File: config.mk
export PLATFORM = sky130hd
export DESIGN_NAME = mem_stage_hs
export DESIGN_NICKNAME = d
export VERILOG_FILES = /design/src/rtl/mem_stage_hs.sv
export SDC_FILE = /design/constraint.sdc
export NUM_CORES = 1
export LEC_CHECK = 0
export CORE_MARGIN = 5
export CORE_UTILIZATION = 40
export CTS_CLUSTER_DIAMETER = 120
export DETAILED_ROUTE_END_ITERATION = 8
export PLACE_DENSITY_LB_ADDON = 0.12
export SYNTH_ARGS = -nofsm -noshare
export SYNTH_HDL_FRONTEND = slang
export SYNTH_SLANG_ARGS = --single-unit
export TNS_END_PERCENT = 30
File: constraint.sdc
create_clock -name clk -period 2.25 [get_ports clk]
set_input_delay 0.3375 -clock clk [delete_from_list [all_inputs] [get_ports clk]]
set_output_delay 0.3375 -clock clk [all_outputs]
set_load 0.01 [all_outputs]
File: src/rtl/mem_stage_hs.sv
`default_nettype none
// ============================================================================
// Module   : mem_stage_hs
// Purpose  : MEM pipeline stage with a req/ack handshake to a variable-latency
//            data memory. It resolves branch/jump, forwards the MEM result to
//            EX and drives the MEM/WB register. A small FSM stalls the pipeline
//            until the access completes. Load data is parked in a hold register
//            while WB is frozen.
// Options  : MEM_TIMEOUT_EN - when defined, a BUSY watchdog moves the FSM to a
//            sticky ERR state after TIMEOUT_CYCLES cycles without ack.
// Revision : 1.0 - initial release
// ============================================================================
module mem_stage_hs #(
  parameter int DATA_WIDTH     = 16,
  parameter int ADDR_WIDTH     = 8,
  parameter int IMM_WIDTH      = 8,
  parameter int REG_WIDTH      = 4,
  parameter int TIMEOUT_CYCLES = 255
) (
  input  logic                  clk,
  input  logic                  rst,
  input  logic [ADDR_WIDTH-1:0] PCM_i,
  input  logic [DATA_WIDTH-1:0] alu_outM_i,
  input  logic [DATA_WIDTH-1:0] WriteDataM_i,
  input  logic [IMM_WIDTH-1:0]  immM_i,
  input  logic [REG_WIDTH-1:0]  WriteRegM_i,
  input  logic                  RegWriteM_i,
  input  logic                  BranchM_i,
  input  logic                  MemReadM_i,
  input  logic                  MemWriteM_i,
  input  logic                  MovM_i,
  input  logic                  jumpM_i,
  input  logic                  MemSrc_i,
  input  logic [DATA_WIDTH-1:0] ResultW_i,
  input  logic                  stall_MEM_WB_i,
  output logic                  dm_req_o,
  output logic                  dm_we_o,
  output logic [ADDR_WIDTH-1:0] dm_addr_o,
  output logic [DATA_WIDTH-1:0] dm_wdata_o,
  input  logic                  dm_ack_i,
  input  logic [DATA_WIDTH-1:0] dm_rdata_i,
  output logic                  stall_o,
  output logic                  PC_src_o,
  output logic [ADDR_WIDTH-1:0] branchAddr_o,
  output logic [ADDR_WIDTH-1:0] jumpAddr_o,
  output logic                  jumpM_o,
  output logic [DATA_WIDTH-1:0] WBResultM_w,
  output logic [DATA_WIDTH-1:0] WBResultM_o,
  output logic [REG_WIDTH-1:0]  WriteRegM_o,
  output logic                  RegWriteM_o,
  output logic                  err_o
);

  localparam logic [1:0] S_IDLE = 2'd0;
  localparam logic [1:0] S_BUSY = 2'd1;
  localparam logic [1:0] S_HELD = 2'd2;
`ifdef MEM_TIMEOUT_EN
  localparam logic [1:0] S_ERR  = 2'd3;
  localparam int         CNT_W  = $clog2(TIMEOUT_CYCLES + 1);
`endif

  logic [1:0]            state_q;
  logic [1:0]            state_d;
  logic [DATA_WIDTH-1:0] hold_q;
  logic [DATA_WIDTH-1:0] wbres_q;
  logic [REG_WIDTH-1:0]  wreg_q;
  logic                  rw_q;

  logic                  w_memop;
  logic                  w_idle_req;
  logic [ADDR_WIDTH-1:0] w_imm_addr;
  logic [DATA_WIDTH-1:0] w_imm_sext;
  logic [DATA_WIDTH-1:0] w_commit_data;
  logic                  unused_dbg;

  // Immediate as an address: truncate or zero-extend to ADDR_WIDTH.
  generate
    if (IMM_WIDTH >= ADDR_WIDTH) begin : g_addr_trunc
      assign w_imm_addr = immM_i[ADDR_WIDTH-1:0];
    end else begin : g_addr_zext
      assign w_imm_addr = {{(ADDR_WIDTH-IMM_WIDTH){1'b0}}, immM_i};
    end
  endgenerate

  // Immediate as a MOV value: sign-extend to DATA_WIDTH.
  generate
    if (IMM_WIDTH == DATA_WIDTH) begin : g_sext_full
      assign w_imm_sext = immM_i;
    end else begin : g_sext_ext
      assign w_imm_sext = {{(DATA_WIDTH-IMM_WIDTH){immM_i[IMM_WIDTH-1]}}, immM_i};
    end
  endgenerate

  assign w_memop    = MemReadM_i | MemWriteM_i;
  assign w_idle_req = w_memop & ~stall_MEM_WB_i;

  // Memory-side address/data; upstream is frozen while BUSY so these stay stable.
  assign dm_we_o    = MemWriteM_i;
  assign dm_addr_o  = w_imm_addr;
  assign dm_wdata_o = MemSrc_i ? ResultW_i : WriteDataM_i;

  // Branch/jump resolution is purely combinational and never gated by stalls.
  assign PC_src_o     = BranchM_i & (dm_wdata_o == '0);
  assign branchAddr_o = w_imm_addr;
  assign jumpAddr_o   = w_imm_addr;
  assign jumpM_o      = jumpM_i;

  assign WBResultM_w  = MovM_i ? w_imm_sext : alu_outM_i;

  // Load data comes from the hold register once WB has released a HELD access.
  assign w_commit_data = !MemReadM_i        ? WBResultM_w :
                         (state_q == S_HELD) ? hold_q      : dm_rdata_i;

  assign WBResultM_o = wbres_q;
  assign WriteRegM_o = wreg_q;
  assign RegWriteM_o = rw_q;

`ifdef MEM_TIMEOUT_EN
  logic [CNT_W-1:0] cnt_q;
  logic [CNT_W-1:0] w_cnt_inc;

  assign w_cnt_inc  = cnt_q + CNT_W'(1);
  assign err_o      = (state_q == S_ERR);
  assign unused_dbg = ^PCM_i;

  // Watchdog: zero outside BUSY, counts BUSY cycles that see no ack.
  always_ff @(posedge clk or posedge rst) begin
    if (rst) begin
      cnt_q <= '0;
    end else if (state_q != S_BUSY) begin
      cnt_q <= '0;
    end else if (!dm_ack_i) begin
      cnt_q <= w_cnt_inc;
    end
  end
`else
  assign err_o      = 1'b0;
  assign unused_dbg = ^{PCM_i, 32'(TIMEOUT_CYCLES)};
`endif

  // FSM state register.
  always_ff @(posedge clk or posedge rst) begin
    if (rst) begin
      state_q <= S_IDLE;
    end else begin
      state_q <= state_d;
    end
  end

  // FSM next-state logic.
  always_comb begin
    state_d = state_q;
    case (state_q)
      S_IDLE: begin
        if (w_idle_req && !dm_ack_i) begin
          state_d = S_BUSY;
        end
      end
      S_BUSY: begin
        if (dm_ack_i) begin
          state_d = stall_MEM_WB_i ? S_HELD : S_IDLE;
        end
`ifdef MEM_TIMEOUT_EN
        else if (w_cnt_inc == CNT_W'(TIMEOUT_CYCLES)) begin
          state_d = S_ERR;
        end
`endif
      end
      S_HELD: begin
        if (!stall_MEM_WB_i) begin
          state_d = S_IDLE;
        end
      end
`ifdef MEM_TIMEOUT_EN
      S_ERR: begin
        state_d = S_ERR;
      end
`endif
      default: begin
        state_d = S_IDLE;
      end
    endcase
  end

  // FSM outputs: memory request and pipeline stall.
  always_comb begin
    dm_req_o = 1'b0;
    stall_o  = 1'b0;
    case (state_q)
      S_IDLE: begin
        dm_req_o = w_idle_req;
        stall_o  = w_memop & ~(w_idle_req & dm_ack_i);
      end
      S_BUSY: begin
        dm_req_o = 1'b1;
        stall_o  = ~dm_ack_i | stall_MEM_WB_i;
      end
      S_HELD: begin
        stall_o  = stall_MEM_WB_i;
      end
`ifdef MEM_TIMEOUT_EN
      S_ERR: begin
        stall_o  = 1'b1;
      end
`endif
      default: begin
        dm_req_o = 1'b0;
        stall_o  = 1'b0;
      end
    endcase
  end

  // Park read data that arrives while WB is frozen.
  always_ff @(posedge clk or posedge rst) begin
    if (rst) begin
      hold_q <= '0;
    end else if ((state_q == S_BUSY) && dm_ack_i && stall_MEM_WB_i) begin
      hold_q <= dm_rdata_i;
    end
  end

  // MEM/WB register: WB hold wins, then stall bubble, then commit.
  always_ff @(posedge clk or posedge rst) begin
    if (rst) begin
      wbres_q <= '0;
      wreg_q  <= '0;
      rw_q    <= 1'b0;
    end else if (!stall_MEM_WB_i) begin
      if (stall_o) begin
        rw_q    <= 1'b0;
      end else begin
        wbres_q <= w_commit_data;
        wreg_q  <= WriteRegM_i;
        rw_q    <= RegWriteM_i & ~MemWriteM_i;
      end
    end
  end

endmodule
`default_nettype wire
==> flow_summary.yaml <==
outcome:
  outcome: "complete, no violations"
route:
  first_pass_iters: 5
  wirelength_um: 8626
  vias: 2437
  drc: 0
  antenna_left: 0
  wl_per_cell_um: 17.68
  drt_iter0_markers: 101
  via_per_inst: 4.994
finish:
  final_core_util_pct: 66.54
  seq_area_um2: 975.9
  area_growth_pct: 60.54
  nNetsFinal: 486
  instances_no_fill: 488
  final_area_um2: 4546
  final_cell_mix: "clkdlybuf4s50_1, dfrtp_1, mux2_2, mux2_4, inv_1"
  final_common_cell: "clkdlybuf4s50_1"
  drive_above_1_share_pct: 20.15
  num_antenna_cells: 0
  fillers: 566
  multiInputGateArea_um2: 1470
floorplan:
  num_rows: 30
  core_um2: 6832
  initial_core_util_pct: 41.45
  die_area_um2: 8861
  die_h_um: 94.14
  die_w_um: 94.14
  ioPinCount: 178
setup_path:
  worstSetupStartpointType: "input pin"
  end_kind: "primary output"
  crit_path_max_incr_delay_ps: 510
  path_cells: "clkdlybuf4s50_1, buf_12, mux2_4, clkdlybuf4s50_1"
  crit_buf_inv: 3
  setup.worst_path.start: "MovM_i"
  worst_ep_arrival_time_ps: 1850
  crit_type: "input pin to primary output"
  slowest_stage: "clkdlybuf4s50_1"
  regToRegStartpoint: "state_q[1]"
  required_ps: 1910
  crit_top_cell: "clkdlybuf4s50_1"
  worst-path-max-fanout: 16
  crit_family: "buffers and inverters"
cts:
  htree_levels: 2
  cts_resized: 8
  cts_buffers: 5
  numClockSinks: 39
  clock_path_buffers: 2
  root_buffer: "clkbuf_8"
  clk_pin_slew_worst_paths_ps: 80
  clk_latency_ps: 290
  cts_setup_buffers: 0
  hold_buffers: 0
  cts_tree: "done"
power:
  swShare_pct: 28.35
  p_switching_w: 0.0006963
  power_density_nw_per_um2: 540.2
  seqPwrFrac_pct: 39.0
  intPower_w: 0.001759
  p_clk_share_pct: 18.6
  power_w: 0.002456
  total_leakage_power_nw: 1.985
  irDropWorstVdd_uv: 347.9
  pwr-share-comb_pct: 42.4
grt:
  track_usage_pct: 19.60
  grt_first_pass_wirelength_um: 13720
  grt-ovfl-total: 0
  grt_max_degree: 49
  grt_pass1_vias: 2590
  antenna_found_initial: 0
sta:
  worst_slack_ps: 61.19
  fmax_mhz: 456.9
  hold_viol_final: 0
  worstMarginPinSlew_ps: 837.4
  worst_slew_margin_rel_pct: 43.83
  skew_ps: 6.817
  maxSlewViolCount: 0
  setup_viol: 0
  fin_crit_ps: 2189
  rsz0062_at_grt: "no"
  final.period_utilization_pct: 97.28
placement:
  post_dp_cell_area_um2: 4432
  gp_congestion: 0.8159
  portBuffers: 166
  pre_cts_slack_ps: -424.4
  dp.cells: 480
  dp_hpwl_um: 6684
synth:
  synth_top_cell_by_area: "dfrtp_1"
  synth_area_um2: 2831
  yosysUniqueCellTypes: 29
  yosysWarnings: 0
  ys_top_cells_by_area: "dfrtp_1, mux2_4, mux2_2"
  synth_seq_cells: 39
  syn_nets: 343
  syn_avg_cell_area_um2: 11.42
  synth_cells: 248
  ys_seq_area_share_pct: 34.47
  synth_top_cell_area_share_pct: 34.47
run:
  cap_violations: 0
hold_path:
  min_path_type: "input pin to asynchronous set/reset pin"
[cells in the mapped netlist]
cell type	count
dfrtp_1	39
buf_4	30
mux2_2	27
mux2_4	25
inv_1	19
nand2b_1	17
mux2i_1	16
o221ai_1	16
nand4bb_1	15
buf_2	6
buf_6	5
nor4_1	5
clkbuf_1	4
nand2_1	4
nor2_1	3
nor3_1	3
and4_1	2
a21oi_1	1
a221oi_2	1
and2b_1	1
conb_1	1
nand4b_4	1
nor2b_1	1
nor4b_1	1
o211a_1	1
o21ai_1	1
o21bai_1	1
o31a_1	1
or4bb_1	1
[layer usage]
layer	routed length (um)	GRT usage, %	part of all wire, %	vias to the layer above
met5	0	0	0	-
met4	119	5.174	1.4	0
met3	598	5.929	6.9	8
met2	4446	34.30	52	103
met1	3461	23.20	40	1170
li1	-	-	-	1156
[final timing paths]
kind                            depth (start not counted)               to  slack (ps)
worst max-delay path                                    4  WBResultM_w[15]          60
worst min-delay path                                    2   WriteRegM_o[0]         420
worst max register to register                          4  WBResultM_o[15]         430
worst min register to register                          2      RegWriteM_o         500
max in group asynchronous                               3   WBResultM_o[1]        1300
min in group clk                                        2      RegWriteM_o         500
[cells by family (layout without fill, tap and decap cells)]
group | after synthesis | in the layout | share of synthesized area [%]
and+or+nand+nor | 54 | 54 | 14.94
AOI/OAI and AO/OA | 22 | 22 | 6.760
DFF | 39 | 39 | 34.47
buffers and inverters | 64 | 208 | 14.05
other | 1 | 1 | 0.1324
muxes | 68 | 68 | 29.65
[area by class of cell]
type	count	area share (%)
multi-input cells	145	32.34
well taps	96	2.642
clock buffers	7	1.679
flip-flops and latches	39	21.47
repair buffers	181	40.19
inverters	19	1.569
clock inverters	1	0.1101
[state kept, by name (all words and copies together) (netlist names)]
name         count
RegWriteM_o      1
WBResultM_o     16
WriteRegM_o      4
hold_q          16
state_q          2
[power groups by stage]
stage	clock network, W	logic, W	registers [W]
final	0.000457	0.00104	0.000957
after floorplan	0	0.000500	0.000987
after detailed placement	0	0.00106	0.000968
after global routing	0.000511	0.00112	0.000981
after CTS	0.000477	0.00106	0.000957
after global placement	0	0.00104	0.000958
[metrics by stage]
step	hold WS, ps	TNS, ps
detailed placement	487.4	-2119
finish	421.1	0
global placement	481.2	-2131
floorplan	403.1	0
global route	466.7	0
CTS	439.7	0
No activity file was read; power rests on OpenSTA's default activity.
==> variant 1: new RTL, same flow settings <==
Build with the macro `MEM_TIMEOUT_EN` defined.
--- a/src/rtl/mem_stage_hs.sv
+++ b/src/rtl/mem_stage_hs.sv
@@ -12,2 +12,4 @@
 // ============================================================================
+`define MEM_TIMEOUT_EN
+
 module mem_stage_hs #(
Check against the original RTL: no difference found for any inputs over 10 cycles, from zero or initial values and one cycle with rst high; that may be too few to reach the edited logic, so the function may still have changed.
==> variant 1 against the unedited design <==
Final cell count rose by 12%; total power rose by 28%; sequential cell count is 8 higher; design area rose by 4.0%; via count increased by 8.8%; synthesized area grew 5.1%; clock power rose by 7.0%; worst hold slack worse by 0.028 ns; routed wire length rose by 3.8%; sequential power is 33% higher; setup slack worse by 0.020 ns.
==> variant 1: results <==
synth:
  synthMuxAreaShare: 0.261
  synthCells: 302
  syn-num-nets: 399
  ys.warnings.count: 0
  ys_seq_area_frac: 0.395
  synth_fa_ha_area_frac: 0.00841
  synth_common_cells: "66 x mux2_2, 47 x dfrtp_1, 34 x nand2_1"
  synth_compound_area_frac: 0.0728
  synth_xor_area_frac: 0.0177
  netlist_top_cells_area: "dfrtp_1 40%, mux2_2 25%, buf_4 6.6%, nand2_1 4.3%, nor2_1 3.8%"
  ys_types: 36
worst_setup_path:
  max_stage_delay_ns: 0.50
  arrival_ns: 1.87
drt:
  drc_errors: 0
  wl_met3_um: 945
  wl_met1_mm: 3.62
  wl_met2_mm: 4.26
  wl_per_cell_um: 16.4
  via_per_inst: 4.87
  drt-total-wl_mm: 8.95
  drt_iter0_drc: 86
  first_pass_iters: 4
min_path:
  hold_class: "in -> async"
final_layout:
  nFillCells: 590
  nets: 542
  drive_gt1_frac: 0.209
global_route:
  antenna_found_initial: 0
  gr-usage-met3: 0.0610
  grt_pass1_wl_mm: 13.5
  met1_usage: 0.236
  grt_usage: 0.188
  met2_usage: 0.311
  grt_max_degree: 48
  grt_pass1_vias: 2603
power_and_ir_drop:
  ir_drop_uv: 467
  p_sw_frac: 0.300
  power_leakage_nw: 1.92
placement:
  post-place-ws_ns: -0.458
  gp_congestion: 0.841
  place_area_um2: 4630
  hpwl_mm: 7.08
  io_buffer_count: 167
clock_tree:
  cts_buffers: 5
  ctsResizeCount: 2
  root_buffer: "clkbuf_8"
  clkTransAtPathRegs_ns: 0.08
sta:
  slew_headroom: 0.208
  finalClockSkew_ns: 0.00706
outcome:
  status: "completed"
## variant 1: cell types whose count changed in the layout (fill, tap and decap cells not counted), sizes merged, moves of 14 or more
| cell | unedited run | this run |
|---|---|---|
| nand2 | 4 | 34 |
| a31oi | 0 | 17 |
| mux2 | 52 | 69 |
| o221ai | 16 | 0 |
| nand2b | 17 | 3 |
| nand4bb | 15 | 0 |
| mux2i | 16 | 0 |
| nor2 | 3 | 30 |
## variant 1: power by group through the flow
stage	Sequential (mW)	Clock, mW	Combinational [mW]
global placement	1.28	0	1.39
global route	1.32	0.548	1.52
CTS	1.27	0.512	1.42
floorplan	1.34	0	0.635
finish	1.27	0.489	1.39
detailed placement	1.29	0	1.41
## variant 1: worst paths after layout
path | start | end | slack, ns | cells past startpoint
worst min-delay path | rst | hold_q[14] | 0.39 | 3
max in group asynchronous | rst | WBResultM_o[10] | 1.63 | 3
worst max-delay path | MovM_i | WBResultM_w[12] | 0.04 | 4
worst max register to register | state_q[0] | WBResultM_o[13] | 0.36 | 4
min in group clk | hold_q[8] | hold_q[8] | 0.50 | 1
worst min register to register | hold_q[8] | hold_q[8] | 0.50 | 1
## variant 1: layout make-up
type / count / area, um2 / share of cell area
well taps: 99 / 124 / 0.0262
clock buffers: 7 / 76.3 / 0.0162
multi-input cells: 204 / 1510 / 0.319
flip-flops and latches: 47 / 1180 / 0.249
clock inverters: 1 / 5.00 / 0.00106
inverters: 5 / 18.8 / 0.00397
repair buffers: 182 / 1820 / 0.384
## variant 1: critical path, delay by kind of cell
kind | cells | cell delay [ns]
buffers and inverters | 3 | 1.15
multiplexers | 1 | 0.37
==> variant 2: new RTL, same settings <==
Without the edit above. The parameter `ADDR_WIDTH` goes from 8 to 6.
--- a/src/rtl/mem_stage_hs.sv
+++ b/src/rtl/mem_stage_hs.sv
@@ -14,3 +14,3 @@
   parameter int DATA_WIDTH     = 16,
-  parameter int ADDR_WIDTH     = 8,
+  parameter int ADDR_WIDTH     = 6,
   parameter int IMM_WIDTH      = 8,
Ports: changed (resized PCM_i, branchAddr_o, dm_addr_o and jumpAddr_o); port bits go from 178 to 170. No check against the original RTL was run, so the function may have changed too.
==> variant 2 against the unedited design <==
Design area shrank 0.88%; global-route usage fell by 0.67 points; final cell count is 1.6% lower; setup slack improved by 0.0060 ns; sequential cell count unchanged; total power up 5.9%; synthesized area fell by 1.6%; clock power is 35% higher; clock skew fell by 0.0027 ns; count of clock-buffer cells in the layout fell by 1; routed wire length fell by 3.8%; critical path type unchanged; largest power group unchanged.
==> variant 2: results <==
sta:
  finalClockSkew_ns: 0.00409
  slew_headroom: 0.544
global_route:
  grt_max_degree: 32
  grt_pass1_wl_mm: 13.1
  grt_usage: 0.189
  grt_pass1_vias: 2441
  antenna_found_initial: 0
worst_setup_path:
  crit_path_end: "WBResultM_w[8]"
  r2r_end: "WBResultM_o[14]"
  max_stage_delay_ns: 0.71
  r2r-start: "state_q[0]"
  rrSetupSlack_ns: 0.34
  crit_slowest_cell: "clkdlybuf4s50_1"
  cp_max_fo: 9
  crit_start: "immM_i[7]"
synth:
  ys_seq_area_frac: 0.350
  synth_common_cells: "39 x dfrtp_1, 27 x mux2_2, 25 x mux2_4"
  netlist_top_cells_area: "dfrtp_1 35%, mux2_4 13%, mux2_2 11%, buf_4 6.5%, nand4bb_1 6.1%"
  synth-async-reset-ratio: 1.00
  syn-num-nets: 335
final_layout:
  drive_gt1_frac: 0.206
  antennaDiodeCount: 0
  nFillCells: 531
  nets: 476
drt:
  vias: 2374
  wl_per_cell_um: 17.3
  first_pass_iters: 4
  drt_iter0_drc: 95
min_path:
  hold_class: "in -> async"
placement:
  io_buffer_count: 160
  hpwl_mm: 6.37
  gp_congestion: 0.789
clock_tree:
  cts_buffers: 5
  root_buffer: "clkbuf_8"
  cts_buffer_depth: 2
  clkTransAtPathRegs_ns: 0.08
power_and_ir_drop:
  ir_drop_uv: 356
  power_leakage_nw: 1.93
outcome:
  status: "completed"
==> variant 2: per-stage QoR <==
step / setup slack (ns) / std cells / area, um2
floorplan: 0.663 / 242 / 2790
global placement: -0.498 / 472 / 4360
detailed placement: -0.508 / 472 / 4360
CTS: -0.0171 / 480 / 4500
global route: 0.0235 / 480 / 4510
finish: 0.0672 / 480 / 4510
==> variant 2: worst min-delay path by stage <==
stage | startpoint | endpoint | slack (ns) | cells past startpoint
global route | rst | WriteRegM_o[1] | 0.37 | 2
detailed placement | hold_q[4] | hold_q[4] | 0.48 | 1
floorplan | dm_ack_i | state_q[0] | 0.40 | 1
global placement | hold_q[12] | hold_q[12] | 0.48 | 1
CTS | rst | WriteRegM_o[1] | 0.36 | 2
finish | rst | WriteRegM_o[3] | 0.35 | 2
==> variant 2: final cells by class <==
cell class | count | share of cell area
timing repair buffer | 173 | 0.388
clock inverter | 2 | 0.00778
inverter | 19 | 0.0158
sequential | 39 | 0.217
multi-input combinational | 145 | 0.327
clock buffer | 6 | 0.0183
tap | 96 | 0.0267
==> variant 2: power by group <==
group	internal (mW)	leakage (nW)	switching, mW
Sequential	0.869	0.459	0.0848
Clock	0.359	0.0612	0.259
Combinational	0.664	1.41	0.363
Total	1.89	1.93	0.707
==> variant 2: kinds of logic (layout without fill, tap and decap cells) <==
group / count (synthesis) / count (layout) / share of synthesized area
AOI/OAI and AO/OA: 22 / 22 / 0.0687
DFF: 39 / 39 / 0.350
buffers and inverters: 58 / 200 / 0.127
and+or+nand+nor: 54 / 54 / 0.152
other: 1 / 1 / 0.00135
muxes: 68 / 68 / 0.301
==> variant 2: per-layer routing <==
metal	wire [um]	track usage
met1	3470	0.237
met3	571	0.0475
met4	111	0.0476
met5	0	0
met2	4140	0.324
